--- src/rtl/ddsm_mod_ctrl_if.sv ---
// Configuration, control and modulator-facing signal bundle for the MASH
// sequencer; slave is the sequencer side, master is the driving side.
interface ddsm_mod_ctrl_if #(
    parameter int P_DATA_WIDTH = 8
);
    logic                    i_cfg_valid;
    logic                    o_cfg_ready;
    logic [P_DATA_WIDTH-1:0] i_cfg_frac;
    logic [P_DATA_WIDTH-1:0] i_cfg_seed;
    logic [1:0]              i_cfg_order;
    logic                    i_start;
    logic                    i_stop;
    logic [P_DATA_WIDTH-1:0] o_efm_data;
    logic [P_DATA_WIDTH-1:0] o_seed;
    logic                    o_mod_rst_n;
    logic [2:0]              o_stage_en;
    logic                    o_out_valid;
    logic                    o_busy;

    modport slave (
        input  i_cfg_valid, i_cfg_frac, i_cfg_seed, i_cfg_order, i_start, i_stop,
        output o_cfg_ready, o_efm_data, o_seed, o_mod_rst_n, o_stage_en,
               o_out_valid, o_busy
    );

    modport master (
        output i_cfg_valid, i_cfg_frac, i_cfg_seed, i_cfg_order, i_start, i_stop,
        input  o_cfg_ready, o_efm_data, o_seed, o_mod_rst_n, o_stage_en,
               o_out_valid, o_busy
    );
endinterface

--- src/rtl/ddsm_mod_ctrl.sv ---
// Sequencer for a MASH chain of up to three EFM stages: holds the stages in
// reset, seeds and releases them, times warm-up, and applies frac updates live.
module ddsm_mod_ctrl #(
    parameter int P_DATA_WIDTH = 8,
    parameter int P_WARMUP     = 8,
    parameter int P_LOAD_CYC   = 2
) (
    input  logic          i_clk,
    input  logic          i_rst_n,
    ddsm_mod_ctrl_if.slave bus
);
    typedef enum logic [1:0] {
        ST_IDLE   = 2'd0,
        ST_LOAD   = 2'd1,
        ST_WARMUP = 2'd2,
        ST_RUN    = 2'd3
    } state_t;

    localparam logic [7:0] CNT_LOAD   = 8'(P_LOAD_CYC);
    localparam logic [7:0] CNT_WARMUP = 8'(P_WARMUP);

    function automatic logic [2:0] stage_mask(input logic [1:0] order);
        logic [2:0] mask;
        case (order)
            2'd2:    mask = 3'b011;
            2'd3:    mask = 3'b111;
            default: mask = 3'b001;
        endcase
        return mask;
    endfunction

    state_t                  state_r, next_state_s;
    logic [7:0]              cnt_r, cnt_next_s;
    logic [P_DATA_WIDTH-1:0] shadow_seed_r;
    logic [1:0]              shadow_order_r;
    logic [1:0]              run_order_r;
    logic [P_DATA_WIDTH-1:0] efm_data_r, seed_r;
    logic                    cfg_ready_r, mod_rst_n_r, out_valid_r, busy_r;
    logic [2:0]              stage_en_r;

    logic                    accept_s, start_s, enabled_s;
    logic                    cfg_ready_next_s, busy_next_s, out_valid_next_s;
    logic [2:0]              stage_en_next_s;

    // Next state and down-counter for the LOAD and WARMUP phases.
    always_comb begin
        next_state_s = state_r;
        cnt_next_s   = 8'd0;
        case (state_r)
            ST_IDLE: begin
                if (bus.i_start && !bus.i_stop) begin
                    next_state_s = ST_LOAD;
                    cnt_next_s   = CNT_LOAD;
                end else begin
                    next_state_s = ST_IDLE;
                end
            end
            ST_LOAD: begin
                if (bus.i_stop) begin
                    next_state_s = ST_IDLE;
                end else if (cnt_r <= 8'd1) begin
                    next_state_s = ST_WARMUP;
                    cnt_next_s   = CNT_WARMUP;
                end else begin
                    cnt_next_s   = cnt_r - 8'd1;
                end
            end
            ST_WARMUP: begin
                if (bus.i_stop) begin
                    next_state_s = ST_IDLE;
                end else if (cnt_r <= 8'd1) begin
                    next_state_s = ST_RUN;
                end else begin
                    cnt_next_s   = cnt_r - 8'd1;
                end
            end
            ST_RUN: begin
                if (bus.i_stop) begin
                    next_state_s = ST_IDLE;
                end else begin
                    next_state_s = ST_RUN;
                end
            end
            default: begin
                next_state_s = ST_IDLE;
            end
        endcase
    end

    // Output next-values: stage controls follow the current phase one edge
    // later, except that a stop drops them on the stop edge itself.
    always_comb begin
        accept_s         = bus.i_cfg_valid && cfg_ready_r;
        start_s          = (state_r == ST_IDLE) && (next_state_s == ST_LOAD);
        enabled_s        = ((state_r == ST_WARMUP) || (state_r == ST_RUN)) && !bus.i_stop;
        out_valid_next_s = (state_r == ST_RUN) && !bus.i_stop;
        cfg_ready_next_s = (next_state_s == ST_IDLE) || (next_state_s == ST_RUN);
        busy_next_s      = (next_state_s != ST_IDLE);
        if (enabled_s) begin
            stage_en_next_s = stage_mask(run_order_r);
        end else begin
            stage_en_next_s = 3'b000;
        end
    end

    // FSM state and phase counter.
    always_ff @(posedge i_clk or negedge i_rst_n) begin
        if (!i_rst_n) begin
            state_r <= ST_IDLE;
            cnt_r   <= 8'd0;
        end else begin
            state_r <= next_state_s;
            cnt_r   <= cnt_next_s;
        end
    end

    // Shadow configuration; the order in use is frozen at each start.
    always_ff @(posedge i_clk or negedge i_rst_n) begin
        if (!i_rst_n) begin
            shadow_seed_r  <= '0;
            shadow_order_r <= 2'd1;
            run_order_r    <= 2'd1;
        end else begin
            if (accept_s) begin
                shadow_seed_r  <= bus.i_cfg_seed;
                shadow_order_r <= bus.i_cfg_order;
            end
            if (start_s) begin
                run_order_r <= accept_s ? bus.i_cfg_order : shadow_order_r;
            end
        end
    end

    // Datapath outputs: frac applies whenever accepted, seed only from IDLE
    // or when the stages are being loaded.
    always_ff @(posedge i_clk or negedge i_rst_n) begin
        if (!i_rst_n) begin
            efm_data_r <= '0;
            seed_r     <= '0;
        end else begin
            if (accept_s) begin
                efm_data_r <= bus.i_cfg_frac;
            end
            if (accept_s && (state_r == ST_IDLE)) begin
                seed_r <= bus.i_cfg_seed;
            end else if (state_r == ST_LOAD) begin
                seed_r <= shadow_seed_r;
            end
        end
    end

    // Registered control outputs.
    always_ff @(posedge i_clk or negedge i_rst_n) begin
        if (!i_rst_n) begin
            cfg_ready_r <= 1'b0;
            mod_rst_n_r <= 1'b0;
            stage_en_r  <= 3'b000;
            out_valid_r <= 1'b0;
            busy_r      <= 1'b0;
        end else begin
            cfg_ready_r <= cfg_ready_next_s;
            mod_rst_n_r <= enabled_s;
            stage_en_r  <= stage_en_next_s;
            out_valid_r <= out_valid_next_s;
            busy_r      <= busy_next_s;
        end
    end

    assign bus.o_cfg_ready = cfg_ready_r;
    assign bus.o_efm_data  = efm_data_r;
    assign bus.o_seed      = seed_r;
    assign bus.o_mod_rst_n = mod_rst_n_r;
    assign bus.o_stage_en  = stage_en_r;
    assign bus.o_out_valid = out_valid_r;
    assign bus.o_busy      = busy_r;
endmodule

--- src/flat_wrapper.sv ---
// flat-port wrapper written by rule: the top's interface ports become plain ports
module ddsm_mod_ctrl_flat 
#(
    parameter int P_DATA_WIDTH = 8,
    parameter int P_WARMUP     = 8,
    parameter int P_LOAD_CYC   = 2
)
  (i_clk, i_rst_n, bus_i_cfg_valid, bus_i_cfg_frac, bus_i_cfg_seed, bus_i_cfg_order, bus_i_start, bus_i_stop, bus_o_cfg_ready, bus_o_efm_data, bus_o_seed, bus_o_mod_rst_n, bus_o_stage_en, bus_o_out_valid, bus_o_busy);
  ddsm_mod_ctrl_if #(.P_DATA_WIDTH(P_DATA_WIDTH)) bus_i ();
  input  logic i_clk;
  input  logic i_rst_n;
  input wire logic [$bits(bus_i.i_cfg_valid)-1:0] bus_i_cfg_valid;
  input wire logic [$bits(bus_i.i_cfg_frac)-1:0] bus_i_cfg_frac;
  input wire logic [$bits(bus_i.i_cfg_seed)-1:0] bus_i_cfg_seed;
  input wire logic [$bits(bus_i.i_cfg_order)-1:0] bus_i_cfg_order;
  input wire logic [$bits(bus_i.i_start)-1:0] bus_i_start;
  input wire logic [$bits(bus_i.i_stop)-1:0] bus_i_stop;
  output wire logic [$bits(bus_i.o_cfg_ready)-1:0] bus_o_cfg_ready;
  output wire logic [$bits(bus_i.o_efm_data)-1:0] bus_o_efm_data;
  output wire logic [$bits(bus_i.o_seed)-1:0] bus_o_seed;
  output wire logic [$bits(bus_i.o_mod_rst_n)-1:0] bus_o_mod_rst_n;
  output wire logic [$bits(bus_i.o_stage_en)-1:0] bus_o_stage_en;
  output wire logic [$bits(bus_i.o_out_valid)-1:0] bus_o_out_valid;
  output wire logic [$bits(bus_i.o_busy)-1:0] bus_o_busy;
  assign bus_i.i_cfg_valid = bus_i_cfg_valid;
  assign bus_i.i_cfg_frac = bus_i_cfg_frac;
  assign bus_i.i_cfg_seed = bus_i_cfg_seed;
  assign bus_i.i_cfg_order = bus_i_cfg_order;
  assign bus_i.i_start = bus_i_start;
  assign bus_i.i_stop = bus_i_stop;
  assign bus_o_cfg_ready = bus_i.o_cfg_ready;
  assign bus_o_efm_data = bus_i.o_efm_data;
  assign bus_o_seed = bus_i.o_seed;
  assign bus_o_mod_rst_n = bus_i.o_mod_rst_n;
  assign bus_o_stage_en = bus_i.o_stage_en;
  assign bus_o_out_valid = bus_i.o_out_valid;
  assign bus_o_busy = bus_i.o_busy;
  ddsm_mod_ctrl #(.P_DATA_WIDTH(P_DATA_WIDTH), .P_WARMUP(P_WARMUP), .P_LOAD_CYC(P_LOAD_CYC)) u_core (.i_clk(i_clk), .i_rst_n(i_rst_n), .bus(bus_i));
endmodule
--- config.mk ---
export PLATFORM = sky130hd
export DESIGN_NAME = ddsm_mod_ctrl_flat
export DESIGN_NICKNAME = d
export VERILOG_FILES = /design/src/rtl/ddsm_mod_ctrl_if.sv /design/src/rtl/ddsm_mod_ctrl.sv /design/src/flat_wrapper.sv
export SDC_FILE = /design/constraint.sdc
export NUM_CORES = 1
export LEC_CHECK = 0
export CAP_MARGIN = 20
export CORE_MARGIN = 3
export CORE_UTILIZATION = 53
export CTS_CLUSTER_DIAMETER = 150
export CTS_CLUSTER_SIZE = 24
export DETAILED_ROUTE_END_ITERATION = 10
export PLACE_DENSITY = 0.86
export SETUP_SLACK_MARGIN = 0.1
export SLEW_MARGIN = 20
export SYNTH_ARGS = -nofsm -noshare
export SYNTH_HDL_FRONTEND = slang
export SYNTH_SLANG_ARGS = --single-unit
--- constraint.sdc ---
create_clock -name i_clk -period 5.4 [get_ports i_clk]
set_input_delay 1.35 -clock i_clk [delete_from_list [all_inputs] [get_ports i_clk]]
set_output_delay 1.35 -clock i_clk [all_outputs]
set_load 0.1 [all_outputs]
==> results of run 1 <==
-- how the worst max path moves through the flow --
stage / end / startpoint / cells after the start
after detailed placement: u_core.run_order_r[1] / bus_i_start / 7
after global placement: u_core.run_order_r[1] / bus_i_cfg_valid / 4
after floorplan: u_core.run_order_r[1] / bus_i_start / 6
final: bus_o_cfg_ready / u_core.bus.o_cfg_ready / 1
after CTS: bus_o_cfg_ready / u_core.bus.o_cfg_ready / 1
after global routing: bus_o_cfg_ready / u_core.bus.o_cfg_ready / 1
-- final cells by class --
type / instances / area (sq um)
tap: 46 / 57.6
clock buffer: 7 / 96.3
sequential: 44 / 1100
inverter: 10 / 37.5
timing repair buffer: 45 / 445
fill: 235 / 892
clock inverter: 1 / 30.0
multi-input combinational: 116 / 779
-- cell usage in the layout (no fill, tap or decap), types with 2 or more instances in the layout --
cell,n
sky130_fd_sc_hd__or3_1,2
sky130_fd_sc_hd__nand2b_1,2
sky130_fd_sc_hd__a22oi_1,8
sky130_fd_sc_hd__or2_2,3
sky130_fd_sc_hd__ha_1,4
sky130_fd_sc_hd__nor2b_1,2
sky130_fd_sc_hd__nand4_1,2
sky130_fd_sc_hd__clkdlybuf4s50_1,44
sky130_fd_sc_hd__and3_1,3
sky130_fd_sc_hd__clkbuf_8,7
sky130_fd_sc_hd__nor4_1,2
sky130_fd_sc_hd__dfrtp_1,42
sky130_fd_sc_hd__dfstp_2,2
sky130_fd_sc_hd__mux2_2,12
sky130_fd_sc_hd__nor2_1,6
sky130_fd_sc_hd__a2bb2oi_1,8
sky130_fd_sc_hd__nand2_1,18
sky130_fd_sc_hd__nor3_1,6
sky130_fd_sc_hd__a21oi_1,4
sky130_fd_sc_hd__inv_1,10
sky130_fd_sc_hd__o21ai_0,10
sky130_fd_sc_hd__nand3_1,8
-- stage by stage --
step | utilization | instances
after floorplan | - | 179
after global placement | 0.704 | 261
after detailed placement | 0.704 | 261
final | 0.741 | 269
after global routing | 0.741 | 269
after CTS | 0.741 | 269
-- sequential cells by signal, indices dropped and copies added (netlist names) --
signal and count:
u_core.cnt_r 8, u_core.bus.o_efm_data 8, u_core.shadow_order_r 2, u_core.bus.o_busy 1, u_core.bus.o_out_valid 1, u_core.state_r 2, u_core.bus.o_seed 8, u_core.shadow_seed_r 8
u_core.bus.o_cfg_ready 1, u_core.run_order_r 2, u_core.bus.o_stage_en 3
-- metal layers --
metal	vias to the layer above	routed length [microns]
met2	47	2190
li1	727	-
met5	-	0
met3	6	258
met1	769	1750
met4	0	56
-- cell families (layout without fill, tap and decap cells) --
kind of cell             count (synthesis)  after routing  synth area share
AND/OR/NAND/NOR                         57             57             0.147
flip-flops                              44             44             0.563
AO/OA/AOI/OAI                           42             42             0.152
buffers and inverters                   19             63            0.0396
multiplexers                            12             12            0.0689
adder cells (fa/ha/maj)                  4              4            0.0255
XOR/XNOR                                 1              1           0.00447
==> impl_summary.txt, run 1 <==
----------------------------------------------------
[Outcome]
  Result of the run ... completed

[Clocking]
  Max H-tree Level ... 2
  TritonCTS Sinks ... 44
  Number of post-CTS setup repair buffers ... 0
  Root buffer selected by CTS ... sky130_fd_sc_hd__clkbuf_8
  Insertion delay to the later sink of the worst-skew pair ... 290 ps
  Clock transition at path regs ... 80 ps
  Max clock buf depth ... 2
  PostCTS Resize Cnt ... 0
  TritonCTS clock tree ... done
  Hold buffer count at cts ... 0
  Number of clock buffers inserted by TritonCTS ... 5

[Worst setup path]
  Arrival time at the worst endpoint ... 2030 ps
  Required time of the critical path ... 4050 ps
  Crit end category ... output pin
  Worst setup path category ... reg2out
  Top delay family on crit path ... buffers and inverters
  Origin of the critical flop-to-flop path ... u_core.state_r[1]
  Worst path bufs/invs ... 1
  Cell with the largest stage delay on the worst path ... sky130_fd_sc_hd__clkdlybuf4s50_1
  Max stage delay on crit path ... 1210 ps
  Highest net fanout along the worst path ... 10
  Register-to-register setup slack ... 2640 ps
  Worst r2r dst ... u_core.run_order_r[1]
  Cell-by-cell listing of the critical path ... clkdlybuf4s50_1
  Type of origin of the critical path ... register
  Number of cells traversed by the worst register-to-register path ... 6

[Drt]
  Antenna-violating nets left ... 0
  First-pass iteration count of the detailed router ... 5
  Starting DRC count in detailed routing ... 104
  Post-route DRC ... 0
  Final WL ... 4260 microns
  Average vias per placed instance ... 5.76
  Average routed wire per standard cell ... 15.8 microns
  Via count of the routed design ... 1549

[Synth]
  EDFF count, synth ... 0
  Leading cell type by number of instances after synthesis ... sky130_fd_sc_hd__dfrtp_1
  Mapped Nets ... 206
  Top post-synthesis cells by count ... 42 x sky130_fd_sc_hd__dfrtp_1, 18 x sky130_fd_sc_hd__nand2_1, 12 x sky130_fd_sc_hd__mux2_2
  Prevailing post-synth register cell ... sky130_fd_sc_hd__dfrtp_1
  Flip-flop and latch count after synthesis ... 44
  Proportion of netlist area held by the largest area contributor ... 0.536
  Synth area leader ... sky130_fd_sc_hd__dfrtp_1
  Total standard cell area after synthesis ... 1960 sq um
  Post-synth cell types ... 40
  YS warnings ... 0
  Gate Count Post-Synth ... 179
  Post-synth ARST share ... 1.00
  Cell types with the largest area share after synthesis ... sky130_fd_sc_hd__dfrtp_1 54%, sky130_fd_sc_hd__mux2_2 6.9%, sky130_fd_sc_hd__a2bb2oi_1 3.6%, sky130_fd_sc_hd__nand2_1 3.4%, sky130_fd_sc_hd__a22oi_1 3.1%
  Post-synthesis average cell area ... 11.0 sq um
  Post-synthesis sequential area ratio ... 0.563

[Die]
  Starting utilization of the core area ... 0.570
  DIE AREA ... 4460 sq um
  Width of the die ... 66.8 microns
  Die outline height ... 66.8 microns
  Row count ... 21
  Number of I/O pins ... 46
  Core Box Area ... 3440 sq um

[Hold path]
  Hold Crit Endpoint ... u_core.shadow_seed_r[0]
  Hold path depth ... 2
  Tightest Hold Check Type ... reg2reg
  Critical hold path startpoint ... u_core.shadow_seed_r[0]

[Timing]
  Final critical-path required period ... 3380 ps
  Number of endpoints failing setup at the final stage ... 0
  PnR worst setup slack ... 2020 ps
  Max Slew Vio Count ... 0
  Post-route clock skew ... 5.50 ps
  Worst slew pin tran ... 984 ps
  Achievable Freq ... 295 MHz
  Post-Route Hold Slack ... 488 ps
  Share of the cycle needed by the critical path after routing ... 0.627
  Final hold violation count ... 0
  Worst-case headroom to the max-slew limit ... 0.342
  RSZ-0062 raised after global routing ... false
  Post-Route Setup TNS ... 0 ps

[Cells and area]
  Final nets ... 249
  Fraction of layout cells with a size suffix above 1 ... 0.135
  Count of antenna diodes in the layout ... 0
  Fin area ... 2550 sq um
  Area added between synthesis and finish ... 30.1%

[Global route]
  Pin count of the biggest net entering global routing ... 45
  Antenna violations before repair ... 0
  Wire length of the first global-routing pass ... 7090 microns
  Met1 demand-to-capacity share in global routing ... 0.247
  Met3 usage in global routing ... 0.0540
  Top Usage Layer GRT ... met2
  Vias in the first global route ... 1559
  Met2 usage ... 0.374
  Overall overflow remaining after global route ... 0
  Total GRT Usage ... 0.211

[Flow run]
  MaxCap Viol Count ... 0

[Place]
  Routability congestion estimate from global placement ... 0.905
  Post-placement worst setup slack ... 1810 ps
  Post-Place Cell Area ... 2420 sq um
  Port buffer count ... 45
  Placed wire-length estimate ... 3010 microns

----------------------------------------------------
Power of run 1 is not shown: default switching activity piles up to over one toggle a cycle in this logic, so the estimate is an artifact.
==> run 2: changes to the inputs <==
--- a/config.mk
+++ b/config.mk
@@ -7,11 +7,11 @@
 export LEC_CHECK = 0
 export CAP_MARGIN = 20
 export CORE_MARGIN = 3
-export CORE_UTILIZATION = 53
+export CORE_UTILIZATION = 44
 export CTS_CLUSTER_DIAMETER = 150
 export CTS_CLUSTER_SIZE = 24
 export DETAILED_ROUTE_END_ITERATION = 10
-export PLACE_DENSITY = 0.86
+export PLACE_DENSITY = 0.77
 export SETUP_SLACK_MARGIN = 0.1
 export SLEW_MARGIN = 20
 export SYNTH_ARGS = -nofsm -noshare
==> constraint.sdc (replaced) <==
create_clock -name i_clk -period 3.1 [get_ports i_clk]
set_input_delay 0.775 -clock i_clk [delete_from_list [all_inputs] [get_ports i_clk]]
set_output_delay 0.775 -clock i_clk [all_outputs]
set_load 0.1 [all_outputs]
==> impl_summary.txt, run 2 (synthesis results as in run 1) <==
----------------------------------------------------
[Global route]
  Pin count of the biggest net entering global routing ... 45 (unchanged)
  Wire length of the first global-routing pass ... 6820 microns (was 7090 microns)
  Vias in the first global route ... 1494 (was 1559)
  Antenna violations before repair ... 0 (unchanged)
  Total GRT Usage ... 0.167 (was 0.211)
  Overall overflow remaining after global route ... 0 (unchanged)

[Clocking]
  Insertion delay to the later sink of the worst-skew pair ... 300 ps (was 290 ps)
  Max clock buf depth ... 2 (unchanged)
  TritonCTS clock tree ... done (unchanged)
  Number of post-CTS setup repair buffers ... 0 (unchanged)
  Hold buffer count at cts ... 0 (unchanged)
  PostCTS Resize Cnt ... 0 (unchanged)
  Root buffer selected by CTS ... sky130_fd_sc_hd__clkbuf_8 (unchanged)
  Clock transition at path regs ... 80 ps (about the same)
  TritonCTS Sinks ... 44 (unchanged)
  Number of clock buffers inserted by TritonCTS ... 5 (unchanged)
  Max H-tree Level ... 2 (unchanged)

[Worst setup path]
  Type of origin of the critical path ... input port (was register)
  Crit end category ... register (was output pin)
  Highest net fanout along the worst path ... 3 (was 10)
  Arrival time at the worst endpoint ... 2750 ps (was 2030 ps)
  Required time of the critical path ... 3290 ps (was 4050 ps)
  Worst setup path category ... in2reg (was reg2out)

[Cells and area]
  Commonest cells after routing, fill and taps aside ... 42 x sky130_fd_sc_hd__dfrtp_1, 26 x sky130_fd_sc_hd__buf_4, 21 x sky130_fd_sc_hd__clkdlybuf4s50_1 (was 44 x sky130_fd_sc_hd__clkdlybuf4s50_1, 42 x sky130_fd_sc_hd__dfrtp_1, 18 x sky130_fd_sc_hd__nand2_1)
  Fraction of layout cells with a size suffix above 1 ... 0.243 (was 0.135)
  Count of antenna diodes in the layout ... 0 (unchanged)
  Most common cell after layout, fill and taps aside ... sky130_fd_sc_hd__dfrtp_1 (was sky130_fd_sc_hd__clkdlybuf4s50_1)
  Final nets ... 252 (was 249)
  Area added between synthesis and finish ... 27.6% (was 30.1%)
  Fill cell instance count of the final layout ... 370 (was 235)

[Drt]
  First-pass iteration count of the detailed router ... 4 (was 5)
  Via count of the routed design ... 1502 (was 1549)
  Average vias per placed instance ... 5.44 (was 5.76)
  Antenna-violating nets left ... 0 (unchanged)
  Final WL ... 4120 microns (was 4260 microns)
  Average routed wire per standard cell ... 14.9 microns (was 15.8 microns)
  Starting DRC count in detailed routing ... 115 (was 104)
  Post-route DRC ... 0 (unchanged)

[Die]
  DIE AREA ... 5290 sq um (was 4460 sq um)
  Number of I/O pins ... 46 (unchanged)
  Row count ... 23 (was 21)
  Starting utilization of the core area ... 0.473 (was 0.570)
  Die outline height ... 72.8 microns (was 66.8 microns)
  Core Box Area ... 4140 sq um (was 3440 sq um)
  Width of the die ... 72.8 microns (was 66.8 microns)

[Timing]
  Post-Route Setup TNS ... 0 ps (unchanged)
  Worst-case headroom to the max-slew limit ... 0.356 (was 0.342)
  Share of the cycle needed by the critical path after routing ... 0.827
  Final critical-path required period ... 2560 ps
  Post-route clock skew ... 7.59 ps (was 5.50 ps)
  Max Slew Vio Count ... 0 (unchanged)
  Worst slew pin tran ... 965 ps (was 984 ps)
  Post-Route Hold Slack ... 482 ps (was 488 ps)
  Final hold violation count ... 0 (unchanged)
  RSZ-0062 raised after global routing ... false (unchanged)
  Number of endpoints failing setup at the final stage ... 0 (unchanged)
  Achievable Freq ... 390 MHz

[Place]
  Port buffer count ... 45 (unchanged)
  Placed wire-length estimate ... 2790 microns (was 3010 microns)
  Routability congestion estimate from global placement ... 0.756 (was 0.905)

[Flow run]
  MaxCap Viol Count ... 0 (unchanged)

[Hold path]
  Tightest Hold Check Type ... reg2reg (unchanged)

[Outcome]
  Result of the run ... completed (unchanged)

----------------------------------------------------
run 2: final timing paths:
kind | cells past startpoint | startpoint | to | slack [ps]
min reg2reg | 2 | u_core.shadow_seed_r[7] | u_core.shadow_seed_r[7] | 480
max reg2reg | 6 | u_core.cnt_r[3] | u_core.run_order_r[1] | 680
min in group asynchronous | 1 | i_rst_n | u_core.bus.o_efm_data[3] | 620
max in group asynchronous | 1 | i_rst_n | u_core.cnt_r[3] | 1870
max | 7 | bus_i_start | u_core.run_order_r[1] | 540
min | 2 | u_core.shadow_seed_r[7] | u_core.shadow_seed_r[7] | 480
run 2: critical path, stage by stage:
cell	delay, ps
sky130_fd_sc_hd__clkdlybuf4s50_1	510
sky130_fd_sc_hd__nand2b_1	70
sky130_fd_sc_hd__a2111oi_0	510
sky130_fd_sc_hd__o21a_1	220
sky130_fd_sc_hd__ha_1	130
sky130_fd_sc_hd__and3_1	190
sky130_fd_sc_hd__mux2_2	330
run 2: per-stage QoR:
stage	worst slack, ps	utilization	cell area, sq um	cells
final	537	0.604	2500	276
after global routing	329	0.604	2500	276
after CTS	538	0.604	2500	276
after detailed placement	232	0.578	2390	268
after global placement	288	0.578	2390	268
after floorplan	852	-	1960	179
run 2: final cells by class:
cell class                 count  area [sq um]  share of cell area
sequential                    44          1100               0.441
clock buffer                   6          72.6              0.0290
timing repair buffer          48           410               0.164
tap                           50          62.6              0.0250
clock inverter                 2          35.0              0.0140
multi-input combinational    116           779               0.312
inverter                      10          37.5              0.0150
run 2: per-layer routing:
metal | track usage | up-vias | share of wire
met5 | 0 | - | 0
met4 | 0.0676 | 0 | 0.014
met3 | 0.0496 | 5 | 0.054
met2 | 0.276 | 32 | 0.49
met1 | 0.205 | 728 | 0.44
li1 | - | 737 | -
Power of run 2 is left out for the same reason.
